File: src/rtl/cla_pipe_addsub.sv
`default_nettype none
// ============================================================================
//  Module      : cla_pipe_addsub
//  Description : Parametrised, pipelined carry-lookahead adder/subtractor.
//                WIDTH is split into STAGES equal slices of SW = WIDTH/STAGES
//                bits. Each slice is built from BLOCK-bit lookahead groups
//                that ripple into one another. The carry between slices is
//                registered, and the unconsumed upper operand slices travel
//                down the pipe next to it. One operation per clock is
//                streamed under a valid/ready handshake. The design reports
//                carry-out and signed overflow.
//
//  Parameters  : WIDTH  (32) operand/result width, multiple of STAGES*BLOCK
//                BLOCK  (4)  bits per lookahead group
//                STAGES (2)  pipeline stages, 1..8
//
//  Ports       : clk        in   rising-edge clock
//                rst        in   asynchronous reset, active-high
//                in_valid   in   operand beat valid
//                in_ready   out  beat accepted this cycle when in_valid=1
//                a, b       in   operands [WIDTH]
//                sub        in   1: a-b, 0: a+b+cin
//                cin        in   carry-in, ignored when sub=1
//                out_valid  out  result valid
//                out_ready  in   downstream accepts result
//                sum        out  result [WIDTH]
//                carry      out  carry out of MSB (sub: 1 = no borrow)
//                overflow   out  signed overflow
//
//  Config      : CLA_SAT_EN - when defined, sum saturates to the signed
//                max/min on overflow. This adds one output mux level and
//                does not change latency.
//
//  Revision    : 1.0  initial release
// ============================================================================
module cla_pipe_addsub #(
    parameter int WIDTH  = 32,
    parameter int BLOCK  = 4,
    parameter int STAGES = 2
) (
    input  logic             clk,
    input  logic             rst,
    input  logic             in_valid,
    output logic             in_ready,
    input  logic [WIDTH-1:0] a,
    input  logic [WIDTH-1:0] b,
    input  logic             sub,
    input  logic             cin,
    output logic             out_valid,
    input  logic             out_ready,
    output logic [WIDTH-1:0] sum,
    output logic             carry,
    output logic             overflow
);

    localparam int c_sw = WIDTH / STAGES;   // slice width
    localparam int c_ng = c_sw / BLOCK;     // lookahead groups per slice

    // ------------------------------------------------------------------
    // One BLOCK-bit lookahead group. Every internal carry is formed
    // directly from the generate/propagate terms and the group carry-in,
    // so no carry ripples inside the group. Returns {cout, sum}.
    // ------------------------------------------------------------------
    function automatic logic [BLOCK:0] cla_group(
        input logic [BLOCK-1:0] ga,
        input logic [BLOCK-1:0] gb,
        input logic             gc
    );
        logic [BLOCK-1:0] g;
        logic [BLOCK-1:0] p;
        logic [BLOCK:0]   c;
        logic             term;
        g    = ga & gb;
        p    = ga ^ gb;
        c    = '0;
        c[0] = gc;
        for (int i = 0; i < BLOCK; i++) begin
            // The carry-in propagates through every bit up to i.
            term = gc;
            for (int j = 0; j <= i; j++) begin
                term = term & p[j];
            end
            c[i+1] = term;
            // Bit j generates and all bits above it, up to i, propagate.
            for (int j = 0; j <= i; j++) begin
                term = g[j];
                for (int l = j + 1; l <= i; l++) begin
                    term = term & p[l];
                end
                c[i+1] = c[i+1] | term;
            end
        end
        return {c[BLOCK], p ^ c[BLOCK-1:0]};
    endfunction

    // One slice: the lookahead groups ripple into each other. Returns {cout, sum}.
    function automatic logic [c_sw:0] slice_add(
        input logic [c_sw-1:0] sa,
        input logic [c_sw-1:0] sb,
        input logic            sc
    );
        logic [c_sw-1:0] s;
        logic            c;
        logic [BLOCK:0]  gr;
        s = '0;
        c = sc;
        for (int gi = 0; gi < c_ng; gi++) begin
            gr                  = cla_group(sa[gi*BLOCK +: BLOCK], sb[gi*BLOCK +: BLOCK], c);
            s[gi*BLOCK +: BLOCK] = gr[BLOCK-1:0];
            c                   = gr[BLOCK];
        end
        return {c, s};
    endfunction

    // Effective second operand. Subtraction is a + ~b + 1. The +1 comes in
    // through the slice-0 carry (sub|cin), which is why cin has no effect
    // when sub=1.
    logic [WIDTH-1:0]  w_bx;
    logic [STAGES-1:0] w_vld;

    assign w_bx = b ^ {WIDTH{sub}};

    for (genvar k = 0; k < STAGES; k++) begin : g_stage
        // Operand bits still unconsumed when the beat enters stage k.
        localparam int c_rw = WIDTH - k * c_sw;

        logic [c_rw-1:0]       w_opa;
        logic [c_rw-1:0]       w_opb;
        logic                  w_ci;
        logic                  w_vin;
        logic                  w_en;
        logic [c_sw:0]         w_add;
        logic [(k+1)*c_sw-1:0] w_res_nxt;

        logic                  r_valid;
        logic                  r_c;
        logic [(k+1)*c_sw-1:0] r_res;

        // Stage k can load unless it and every stage after it hold a beat
        // and the output is stalled. The terms are all registered, so the
        // ready chain has no combinational loop and leaves no bubble.
        assign w_en     = out_ready || !(&w_vld[STAGES-1:k]);
        assign w_vld[k] = r_valid;
        assign w_add    = slice_add(w_opa[c_sw-1:0], w_opb[c_sw-1:0], w_ci);

        if (k == 0) begin : g_src_in
            assign w_opa     = a;
            assign w_opb     = w_bx;
            assign w_ci      = sub | cin;
            assign w_vin     = in_valid;
            assign w_res_nxt = w_add[c_sw-1:0];
        end else begin : g_src_prev
            assign w_opa     = g_stage[k-1].g_keep.r_a;
            assign w_opb     = g_stage[k-1].g_keep.r_b;
            assign w_ci      = g_stage[k-1].r_c;
            assign w_vin     = g_stage[k-1].r_valid;
            assign w_res_nxt = {w_add[c_sw-1:0], g_stage[k-1].r_res};
        end

        always_ff @(posedge clk or posedge rst) begin
            if (rst) begin
                r_valid <= 1'b0;
                r_c     <= 1'b0;
                r_res   <= '0;
            end else if (w_en) begin
                r_valid <= w_vin;
                if (w_vin) begin
                    r_res <= w_res_nxt;
                    r_c   <= w_add[c_sw];
                end
            end
        end

        if (k < STAGES - 1) begin : g_keep
            // Skewed copy of the operand slices that later stages still need.
            logic [c_rw-c_sw-1:0] r_a;
            logic [c_rw-c_sw-1:0] r_b;

            always_ff @(posedge clk or posedge rst) begin
                if (rst) begin
                    r_a <= '0;
                    r_b <= '0;
                end else if (w_en && w_vin) begin
                    r_a <= w_opa[c_rw-1:c_sw];
                    r_b <= w_opb[c_rw-1:c_sw];
                end
            end
        end else begin : g_last
            // The MSB slice: overflow uses the operand signs after b has
            // been inverted for subtraction.
            logic r_ovf;
`ifdef CLA_SAT_EN
            logic r_asign;
`endif

            always_ff @(posedge clk or posedge rst) begin
                if (rst) begin
                    r_ovf <= 1'b0;
`ifdef CLA_SAT_EN
                    r_asign <= 1'b0;
`endif
                end else if (w_en && w_vin) begin
                    r_ovf <= (w_opa[c_sw-1] == w_opb[c_sw-1])
                          && (w_add[c_sw-1] != w_opa[c_sw-1]);
`ifdef CLA_SAT_EN
                    r_asign <= w_opa[c_sw-1];
`endif
                end
            end
        end
    end

    logic [WIDTH-1:0] w_sum_raw;

    assign in_ready  = g_stage[0].w_en;
    assign out_valid = g_stage[STAGES-1].r_valid;
    assign carry     = g_stage[STAGES-1].r_c;
    assign overflow  = g_stage[STAGES-1].g_last.r_ovf;
    assign w_sum_raw = g_stage[STAGES-1].r_res;

`ifdef CLA_SAT_EN
    localparam logic [WIDTH-1:0] c_sat_pos = {1'b0, {(WIDTH-1){1'b1}}};
    localparam logic [WIDTH-1:0] c_sat_neg = {1'b1, {(WIDTH-1){1'b0}}};

    // Both operands have the same sign whenever overflow is set, so the
    // sign of a selects the saturation rail.
    assign sum = g_stage[STAGES-1].g_last.r_ovf
               ? (g_stage[STAGES-1].g_last.r_asign ? c_sat_neg : c_sat_pos)
               : w_sum_raw;
`else
    assign sum = w_sum_raw;
`endif

endmodule
`default_nettype wire

File: config.mk
export PLATFORM = sky130hd
export DESIGN_NAME = cla_pipe_addsub
export DESIGN_NICKNAME = d
export VERILOG_FILES = /design/src/rtl/cla_pipe_addsub.sv
export SDC_FILE = /design/constraint.sdc
export NUM_CORES = 1
export LEC_CHECK = 0
export ABC_CLOCK_PERIOD_IN_PS = 6100
export CORE_MARGIN = 1
export CORE_UTILIZATION = 51
export CTS_CLUSTER_DIAMETER = 100
export CTS_CLUSTER_SIZE = 25
export DETAILED_ROUTE_END_ITERATION = 7
export GPL_TIMING_DRIVEN = 0
export MAX_ROUTING_LAYER = met4
export PLACE_DENSITY = 0.86
export SKIP_LAST_GASP = 1
export SYNTH_ARGS = -nofsm -noshare
export SYNTH_HDL_FRONTEND = slang
export SYNTH_SLANG_ARGS = --single-unit
File: constraint.sdc
create_clock -name clk -period 6.1 [get_ports clk]
set_input_delay 0.61 -clock clk [delete_from_list [all_inputs] [get_ports clk]]
set_output_delay 0.61 -clock clk [all_outputs]
set_load 0.03 [all_outputs]
======== Word level (Yosys, flattened, before mapping) ========
Index checks and enable logic that the tools add are counted.
operators by class
  bitwise logic cells ..................... 186
  reductions and logical operators ........ 10
  equality and inequality tests ........... 2
operators with widths
  kind               count
  $or 1x1->1         81
  $and 1x1->1        80
  $xor 4x4->4        16
  $and 4x4->4        8
  $xor 32x32->32     1
  $reduce_and 2->1   3
  $logic_and 1x1->1  3
  $logic_not 1->1    2
  $logic_or 1x1->1   2
  $eq 1x1->1         1
  $ne 1x1->1         1
word-level totals
  register bits ........................... 85
  logic and storage cells ................. 207

======== Depth between registers and ports, before layout ========
  depth after elaboration ................. 34
  gate-level depth with buffers ........... 20

======== Worst setup path after synthesis ========
No wires, ideal clock.
  kind .................................... input -> register
  from .................................... input port sub
  to ...................................... register g_stage[0].r_res[14]
  buffers on the path ..................... 2
  arrival time ............................ 4.898 ns
  cell stages on the path ................. 20
  path slack .............................. 1.081 ns
  setup time .............................. 0.121 ns
  data required time ...................... 5.979 ns
  cells stage by stage .................... buf_2 > buf_2 > xor2_1 > ha_1 > ha_1 > o211a_1 > o21a_1 > or2_2 > ha_1 > o211a_1 > o21a_1 > or2_2 > ha_1 > o211a_1 > o21a_1 > or2_2 > ha_1 > o21a_1 > o311a_1 > a22o_1
on the way
  word-level cells in the longest chain between the ends .. 31
  elaborated cells on any way between the ends .. 58
RTL lines
  item                      line  RTL
  start: declaration        47    input logic sub,
  $xor 32x32->32            121   assign w_bx = b ^ {WIDTH{sub}};
  $xor 4x4->4               74    p = ga ^ gb;
  $and 1x1->1 (4 in a row)  81    term = term & p[j];
  $or 1x1->1 (4 in a row)   90    c[i+1] = c[i+1] | term;
  $and 1x1->1 (4 in a row)  81
  $or 1x1->1 (4 in a row)   90
  $and 1x1->1 (4 in a row)  81
  $or 1x1->1 (4 in a row)   90
  $and 1x1->1 (2 in a row)  81
  $or 1x1->1 (2 in a row)   90
  $xor 4x4->4 *             93    return {c[BLOCK], p ^ c[BLOCK-1:0]};
  end signal: assignment    168   r_res <= w_res_nxt;
  end: declaration          137   logic [(k+1)*c_sw-1:0] r_res;
Every way passes the cells marked *; elsewhere a longest branch is shown, timed or not.
A chain may end at the register's enable or synchronous reset.

======== Final worst setup path ========
  from .................................... input port sub
  to ...................................... register g_stage[0].r_c
on the way
  word-level cells in the longest chain between the ends .. 34
  elaborated cells on any way between the ends .. 66
RTL lines
  item                      line  RTL
  $xor 32x32->32            121
  $xor 4x4->4               74
  $and 1x1->1 (4 in a row)  81
  $or 1x1->1 (4 in a row)   90
  $and 1x1->1 (4 in a row)  81
  $or 1x1->1 (4 in a row)   90
  $and 1x1->1 (4 in a row)  81
  $or 1x1->1 (4 in a row)   90
  $and 1x1->1 (4 in a row)  81
  $or 1x1->1 (3 in a row)   90
  $or 1x1->1 *              90
  end signal: assignment    169   r_c <= w_add[c_sw];
  end: declaration          136   logic r_c;
Marked as above.

==> flow_summary.yaml <==
yosys:
  ys_ff_latch: 85
  yosysMostFrequentCell: "dfrtp_1"
  yosysTopAreaCell: "dfrtp_1"
  synth_area_leaders: "dfrtp_1 (44%), ha_1 (10%), o21ai_0 (7.0%)"
  synth_flop_cell: "dfrtp_1"
  yosysSeqAreaShare: 0.443
  synth.distinct_cells: 37
  syn_avg_cell_area_um2: 11.7
  syn_nets: 530
  netlist_area_um2: 4800
  synth_edf_count: 0
  synth_common_cells: "dfrtp_1 (85), o21ai_0 (67), ha_1 (40)"
  synth-async-reset-ratio: 1.00
  synth_top_cell_area_share: 0.443
  ys_warn_count: 0
  syn_inst: 412
timing:
  fin_ws_ns: 1.06
  tightest_slew_ns: 0.465
  setup_violations: 0
  slew_headroom: 0.690
  hold_violations: 0
  final.min_clock_period_ns: 5.04
  max_freq_mhz: 199
  setup_tns_ns: 0
  fin_skew_ns: 0.0112
  slew_viol_final: 0
  post-route-period-util: 0.825
  rsz0062_at_grt: "false"
  holdWs_ns: 0.496
drt:
  vias: 3629
  viasPerCell: 5.64
  drtPass1Iterations: 4
  routedWlPerCell_um: 17.2
  routed_wl_mm: 11.1
  ant_nets: 0
  drcViolationCount: 0
  drtIter0Drc: 95
clocking:
  numCtsBuffers: 9
  htreeDepth: 3
  postCtsSetupRepairBufs: 0
  clk_pin_slew_ns: 0.08
  tritoncts: "yes"
  clk_path_buf_depth: 2
  clockRootBuffer: "clkbuf_8"
  ctsResizeCount: 0
  clock_sinks: 85
  clk_latency_ns: 0.37
  ctsHoldBuffers: 0
pwr:
  peakVddDrop_v: 0.000163
  p_leak_nw: 2.84
  power_density_nw_per_um2: 343
floorplan:
  initial_core_util: 0.522
  die_x_um: 99.0
  rows: 35
  core_area_um2: 9200
  dieArea_um2: 9800
  die_h_um: 99.0
  boundaryPins: 106
final_layout:
  area_growth_pct: 29.3
  register_area_um2: 2130
  fillCellCount: 710
  multi_input_area_um2: 2510
  n_antenna_cell: 0
  final_nets: 646
  final_area_um2: 6210
  layout-drive-gt1-share: 0.148
place:
  numPortBuffers: 104
  placed_cell_area_um2: 6010
  dpl.hpwl_mm: 8.48
  pre_cts_ws_ns: 0.714
  place_congestion: 0.884
global_route:
  grt_remaining_overflow: 0
  grt_antenna_before_repair: 0
  grt_pass1_wl_mm: 18.2
  grt.total_usage: 0.248
  grt_start_max_net_pins: 68
  grt_pass1_vias: 3857
setup_path:
  cp_max_fo: 10
  crit_type: "input port to flip-flop"
  required_ns: 6.35
  critPathCaptureType: "flip-flop"
  arrival_ns: 5.29
  cp-start-kind: "input port"
flow_run:
  cap_violations: 0
min_path:
  hold_class: "flip-flop to flip-flop"
outcome:
  outcome: "completed"
[per-layer routing]
layer | vias to the layer above | track usage | wire, µm
met3 | 18 | 0.0496 | 663
li1 | 1709 | - | -
met4 | 0 | 0.0781 | 197
met1 | 1789 | 0.290 | 4660
met5 | - | - | 0
met2 | 113 | 0.431 | 5540
[cells by family (layout without fill, tap and decap cells)]
group           count (synthesis)  after routing  share of synthesized area
xor+xnor                       40             40                     0.0730
flops                          85             85                      0.443
compound gates                133            133                      0.176
simple gates                   35             35                     0.0430
buf+inv                        35            156                     0.0347
fa+ha+maj                      48             48                      0.138
mux                            36             36                     0.0923
[critical path, stage by stage]
cell	delay, ns
buf_2	0.15
buf_2	0.35
xor2_1	0.24
ha_1	0.27
ha_1	0.21
o211a_1	0.26
o21a_1	0.22
or2_2	0.28
ha_1	0.20
o211a_1	0.23
o21a_1	0.22
or2_2	0.28
ha_1	0.20
o211a_1	0.23
o21a_1	0.21
or2_2	0.27
ha_1	0.19
o211a_1	0.23
o21a_1	0.20
o31a_1	0.24
[cells in the final DEF, fill, tap and decap left out, drive strengths merged, types with 2 or more instances in the layout]
| master | count |
|---|---|
| nand2 | 4 |
| nor2 | 5 |
| or2 | 7 |
| fa | 8 |
| inv | 18 |
| buf | 13 |
| xnor2 | 18 |
| clkbuf | 16 |
| o31ai | 12 |
| mux2 | 36 |
| dfrtp | 85 |
| o31a | 2 |
| o311a | 3 |
| ha | 40 |
| clkdlybuf4s50 | 104 |
| o21ai | 74 |
| clkinv | 3 |
| a22o | 3 |
| o211a | 8 |
| o21a | 19 |
| xor2 | 22 |
| a21o | 9 |
| nor3 | 14 |
[state kept, by name (all words and copies together), names as in the netlist]
register            cells
carry                   1
g_stage.g_keep.r_a     16
g_stage.g_keep.r_b     16
g_stage.r_c             1
g_stage.r_res          16
g_stage.r_valid         1
out_valid               1
overflow                1
sum                    32
[area by class of cell]
| cell class | count | area share |
|---|---|---|
| inverters | 16 | 0.0105 |
| clock inverters | 7 | 0.0119 |
| well taps | 111 | 0.0224 |
| plain buffers | 19 | 0.0167 |
| multi-input cells | 292 | 0.404 |
| repair buffers | 105 | 0.172 |
| clock buffers | 9 | 0.0200 |
| flip-flops and latches | 85 | 0.343 |
[power by group]
part	internal (mW)	total [mW]	switching, mW
combinational	0.434	0.917	0.483
clock	0.191	0.402	0.211
sequential	0.719	0.810	0.0910
total	1.34	2.13	0.785
[per-stage QoR]
| step | power [mW] | utilization | instances |
|---|---|---|---|
| after floorplan | 1.37 | - | 412 |
| after global placement | 1.69 | 0.650 | 627 |
| after detailed placement | 1.74 | 0.654 | 628 |
| after CTS | 2.14 | 0.675 | 644 |
| after global routing | 2.25 | 0.675 | 644 |
| final | 2.13 | 0.675 | 644 |
[final timing paths]
check                                                      from                               to  slack [ns]  cells after the start
hold reg to reg                 g_stage[0].r_res[7]$_DFFE_PP0P_  g_stage[0].r_res[7]$_DFFE_PP0P_        0.50                      2
hold / removal                  g_stage[0].r_res[7]$_DFFE_PP0P_  g_stage[0].r_res[7]$_DFFE_PP0P_        0.50                      2
min in group asynchronous                                   rst               sum[8]$_DFFE_PP0P_        0.53                      2
max in group asynchronous                                   rst               sum[0]$_DFFE_PP0P_        4.95                      3
setup / recovery                                            sub       g_stage[0].r_c$_DFFE_PP0P_        1.06                     20
setup reg to reg           g_stage[0].g_keep.r_a[0]$_DFFE_PP0P_             overflow$_DFFE_PP0P_        1.34                     17
(Power assumes the default switching activity.)
